**src/rtl/router_pkg.sv**
```systemverilog
// Shared constants for the 1x3 router: data width, output FIFO geometry
// and the layout of the packet header byte.
package router_pkg;

  localparam int DATA_W      = 8;
  localparam int FIFO_DEPTH  = 16;
  localparam int FIFO_ADDR_W = 4;

  localparam int HDR_LEN_MSB  = 7;
  localparam int HDR_LEN_LSB  = 2;
  localparam int HDR_ADDR_MSB = 1;
  localparam int HDR_ADDR_LSB = 0;

  localparam int PKT_CNT_W = 7;

endpackage

```
**src/rtl/router_fifo.sv**
```systemverilog
// Per-destination output buffer: stores bytes tagged with a header marker and
// tracks remaining packet length on the read side to clear the output bus.
module router_fifo #(
  parameter int DATA_W = router_pkg::DATA_W,
  parameter int DEPTH  = router_pkg::FIFO_DEPTH,
  parameter int ADDR_W = router_pkg::FIFO_ADDR_W
) (
  input  logic              clk,
  input  logic              resetn,
  input  logic              soft_reset,
  input  logic              write_enb,
  input  logic              read_enb,
  input  logic              lfd_state,
  input  logic [DATA_W-1:0] data_in,
  output logic [DATA_W-1:0] data_out,
  output logic              full,
  output logic              empty
);
  import router_pkg::HDR_LEN_MSB;
  import router_pkg::HDR_LEN_LSB;
  import router_pkg::PKT_CNT_W;

  logic [DATA_W:0]    mem [DEPTH];
  logic [ADDR_W:0]    wr_ptr;
  logic [ADDR_W:0]    rd_ptr;
  logic [PKT_CNT_W-1:0] pkt_cnt;
  logic [DATA_W:0]    rd_word;
  logic               do_wr;
  logic               do_rd;

  always_comb begin
    empty   = (wr_ptr == rd_ptr);
    full    = (wr_ptr[ADDR_W-1:0] == rd_ptr[ADDR_W-1:0]) &&
              (wr_ptr[ADDR_W] != rd_ptr[ADDR_W]);
    do_wr   = write_enb && !full;
    do_rd   = read_enb && !empty;
    rd_word = mem[rd_ptr[ADDR_W-1:0]];
  end

  // Storage is not reset; the flush and reset gating only protect the write.
  always_ff @(posedge clk) begin
    if (resetn && !soft_reset && do_wr)
      mem[wr_ptr[ADDR_W-1:0]] <= {lfd_state, data_in};
  end

  always_ff @(posedge clk or negedge resetn) begin
    if (!resetn) begin
      wr_ptr   <= '0;
      rd_ptr   <= '0;
      pkt_cnt  <= '0;
      data_out <= '0;
    end else if (soft_reset) begin
      wr_ptr   <= '0;
      rd_ptr   <= '0;
      pkt_cnt  <= '0;
      data_out <= '0;
    end else begin
      if (do_wr)
        wr_ptr <= wr_ptr + 1'b1;
      if (do_rd) begin
        data_out <= rd_word[DATA_W-1:0];
        rd_ptr   <= rd_ptr + 1'b1;
        if (rd_word[DATA_W])
          pkt_cnt <= PKT_CNT_W'(rd_word[HDR_LEN_MSB:HDR_LEN_LSB]) + PKT_CNT_W'(1);
        else if (pkt_cnt != '0)
          pkt_cnt <= pkt_cnt - 1'b1;
      end else if (pkt_cnt == '0) begin
        data_out <= '0;
      end
    end
  end

endmodule

```
**config.mk**
```make
export PLATFORM = sky130hd
export DESIGN_NAME = router_fifo
export DESIGN_NICKNAME = d
export VERILOG_FILES = /design/src/rtl/router_pkg.sv /design/src/rtl/router_fifo.sv
export SDC_FILE = /design/constraint.sdc
export NUM_CORES = 1
export LEC_CHECK = 0
export BUFFER_PORTS_ARGS = -buffer_cell sky130_fd_sc_hd__buf_2
export CORE_MARGIN = 5
export CORE_UTILIZATION = 45
export DETAILED_ROUTE_END_ITERATION = 10
export GPL_ROUTABILITY_DRIVEN = 1
export PLACE_DENSITY = 0.68
export RECOVER_POWER = 50
export SLEW_MARGIN = 15
export SYNTH_ARGS = -nofsm -noshare
export SYNTH_HDL_FRONTEND = slang
export SYNTH_SLANG_ARGS = --single-unit
```
**constraint.sdc**
```tcl
create_clock -name clk -period 3.5 [get_ports clk]
set_input_delay 0.7 -clock clk [delete_from_list [all_inputs] [get_ports clk]]
set_output_delay 0.7 -clock clk [all_outputs]
set_load 0.02 [all_outputs]
```
==> impl_metrics.yaml <==
die:
  die_w_um: 136
  die_h_um: 136
  initial_core_util: 0.453
  std_cell_rows: 46
  core_area_um2: 15700
  die-area_um2: 18400
  io_pins: 24
worst_setup_path:
  worst_path_max_delay_cell: "dfrtp_1"
  critPathKind: "reg -> reg"
  crit_fanout: 14
  worstPathCellList: "buf_4 > mux4_1 > mux4_2 > inv_4 > or3_4 > or4b_4 > o211ai_2"
  start_kind: "flip-flop"
  critPathCaptureType: "flip-flop"
  worst_ep_required_time_ns: 3.85
  cpPeakStageDelay_ns: 0.77
  worstPathArrival_ns: 3.16
  rrSetupSlack_ns: 0.69
synthesis:
  synth_top_family_by_area: "multiplexers"
  synth_area_um2: 7120
  ys.flop_type: "edfxtp_1"
  synth_cell_type_count: 49
  yosysTopAreaCellShare: 0.607
  yosysWarningCount: 0
  synthMuxAreaShare: 0.151
  ys_ff_latch: 169
  synth_area_leaders: "edfxtp_1 61%, dfrtp_1 8.8%, mux4_2 7.9%"
  postSynthCellCount: 401
  synthSimpleGateAreaFrac: 0.0620
  yosys-top-cells-count: "144 x edfxtp_1, 29 x nor2_1, 25 x dfrtp_1, 25 x mux4_2, 17 x nand3_1"
  yosysMostFrequentCell: "edfxtp_1"
  synth-seq-area-share: 0.695
  synth_fp_nets: 423
  synth_compound_area_frac: 0.0353
  synthAdderAreaFrac: 0.0141
  synth-edff-count: 144
  yosys.area.top_type: "edfxtp_1"
  synth_xor_area_frac: 0.0221
  synthArstFlopShare: 0.148
  syn_area_per_cell_um2: 17.8
pwr:
  internal-power_w: 0.00370
  power_density_nw_per_um2: 603
  power.switching_w: 0.00123
  static-leakage-power_nw: 2.73
  pwr-share-clk: 0.372
  pwr-share-comb: 0.163
  power_frac_seq: 0.465
  power.share.switching: 0.250
  peakVddDrop_mv: 0.346
route:
  drt_wl_total_um: 14500
  drtIter0Drc: 314
  ant_nets: 0
  post_drt_wl_per_cell_um: 21.2
  first_pass_iters: 4
  via_per_inst: 5.51
  via_count: 3751
  drc: 0
cts:
  post_cts_buffers: 0
  clk_pin_slew_ns: 0.06
  cts_root_buffer: "clkbuf_16"
  clk_latency_ns: 0.42
  cts_buffers: 17
  clock_sinks: 169
  hold_buffers: 0
  cts_tree: "done"
  htreeDepth: 4
  clockBufferDepth: 2
  cts_resized: 0
global_route:
  antenna_found_initial: 1
  grt_max_degree: 30
  grt_pass1_wl_um: 22200
  first_global_vias: 3743
  grt.total_usage: 0.167
  overflow: 0
sta:
  finalWorstPathRequiredPeriod_ns: 2.81
  setup_violations: 0
  fin_crit_sh: 0.803
  finClkSkew_ns: 0.00607
  fmax_mhz: 356
  fin_setup_tns_ns: 0
  slew_viol_final: 0
  slew_headroom: 0.0235
  tightestPinTransition_ns: 1.46
  finalHoldWorstSlack_ns: 0.538
  grt_setup_unrepaired: "false"
  hold_viol: 0
worst_hold_path:
  hold_path.class: "reg -> reg"
place:
  gp_congestion: 0.763
  io_buffers: 23
  dp_hpwl_um: 9240
  place_inst: 650
  dpl_cell_area_um2: 7620
layout:
  finalInstanceArea_um2: 8180
  n_fill_cell: 1274
  final_cells: 681
  antenna_cells: 0
  layout.nets: 475
  drive_gt1_frac: 0.215
  syn_to_final_growth_pct: 14.9
status:
  status: "complete, no violations"
job:
  maxCapViolCount: 0
## metrics by stage
stage,setup slack [ns],total power (W),utilization
floorplan,0.917,0.00293,-
global placement,0.761,0.00311,0.485
detailed placement,0.727,0.00314,0.485
CTS,0.688,0.00497,0.522
global route,0.417,0.00514,0.521
finish,0.691,0.00493,0.521
## final timing paths
kind / cells past startpoint / endpoint / start
worst max-delay path: 7 / pkt_cnt[5] / rd_ptr[1]
worst min-delay path: 2 / data_out[3] / data_out[3]
worst max register to register: 7 / pkt_cnt[5] / rd_ptr[1]
worst min register to register: 2 / data_out[3] / data_out[3]
max in group asynchronous: 2 / rd_ptr[0] / resetn
min in group asynchronous: 2 / data_out[6] / resetn
## kinds of logic (layout without fill, tap and decap cells)
group	Yosys count	count (layout)
multiplexers	52	52
flip-flops	169	169
AND/OR/NAND/NOR	90	90
adder cells (fa/ha/maj)	8	8
XOR/XNOR	18	18
AO/OA/AOI/OAI	37	37
buffers and inverters	27	91
## power by group through the flow
stage          Combinational (W)  Clock (W)  Sequential, W
5_1_grt                 0.000880    0.00196        0.00230
4_1_cts                 0.000806    0.00187        0.00229
3_5_place_dp            0.000802          0        0.00233
6_report                0.000802    0.00184        0.00229
2_1_floorplan           0.000615          0        0.00232
3_3_place_gp            0.000782          0        0.00233
## worst max-delay path, delay by kind of cell (launching register included)
family / cells / cell delay [ns]
AOI/OAI and AO/OA: 1 / 0.08
buffers and inverters: 2 / 0.39
DFF: 1 / 0.77
muxes: 2 / 0.59
and+or+nand+nor: 2 / 0.90
## layer usage
metal,part of all wire,GRT usage,vias up
met5,0.00076,0,-
met2,0.50,0.275,132
met4,0.019,0.0594,2
met3,0.060,0.0442,23
met1,0.42,0.214,1885
li1,-,-,1709
## flip-flops by register name, summed over array words and instances, names as in the netlist
name / cells
data_out: 8
pkt_cnt: 7
mem: 144
wr_ptr: 5
rd_ptr: 5
## cells in the final DEF, fill, tap and decap left out, drive strengths merged, types with 2 or more instances in the layout
master    Yosys  routed
nand2b        3       3
a22oi         3       3
mux2i        12      12
nor2         29      29
clkinv        0       6
or3           5       5
mux4         40      40
o22ai         2       2
a21oi        12      12
clkinvlp      0       2
inv           6       8
o211ai        2       2
a21o          2       2
nor2b         2       2
xor2          7       7
ha            8       8
buf          12      39
nand4         3       3
nand2        15      15
nand3        17      17
or4b          2       2
clkbuf        9      33
nor4          2       2
bufinv        0       3
o21ai         6       6
a221oi        2       2
dfrtp        25      25
xnor2        11      11
nor3          8       8
o21a          2       2
edfxtp      144     144
## area by class of cell
cell class / count / area, um2 / area share
sequential: 169 / 4950 / 0.605
multi-input combinational: 205 / 2030 / 0.248
clock buffer: 18 / 429 / 0.0524
timing repair buffer: 54 / 327 / 0.0399
tap: 216 / 270 / 0.0330
clock inverter: 13 / 153 / 0.0187
inverter: 6 / 25.0 / 0.00306
Power figures use the tool's default switching activity.
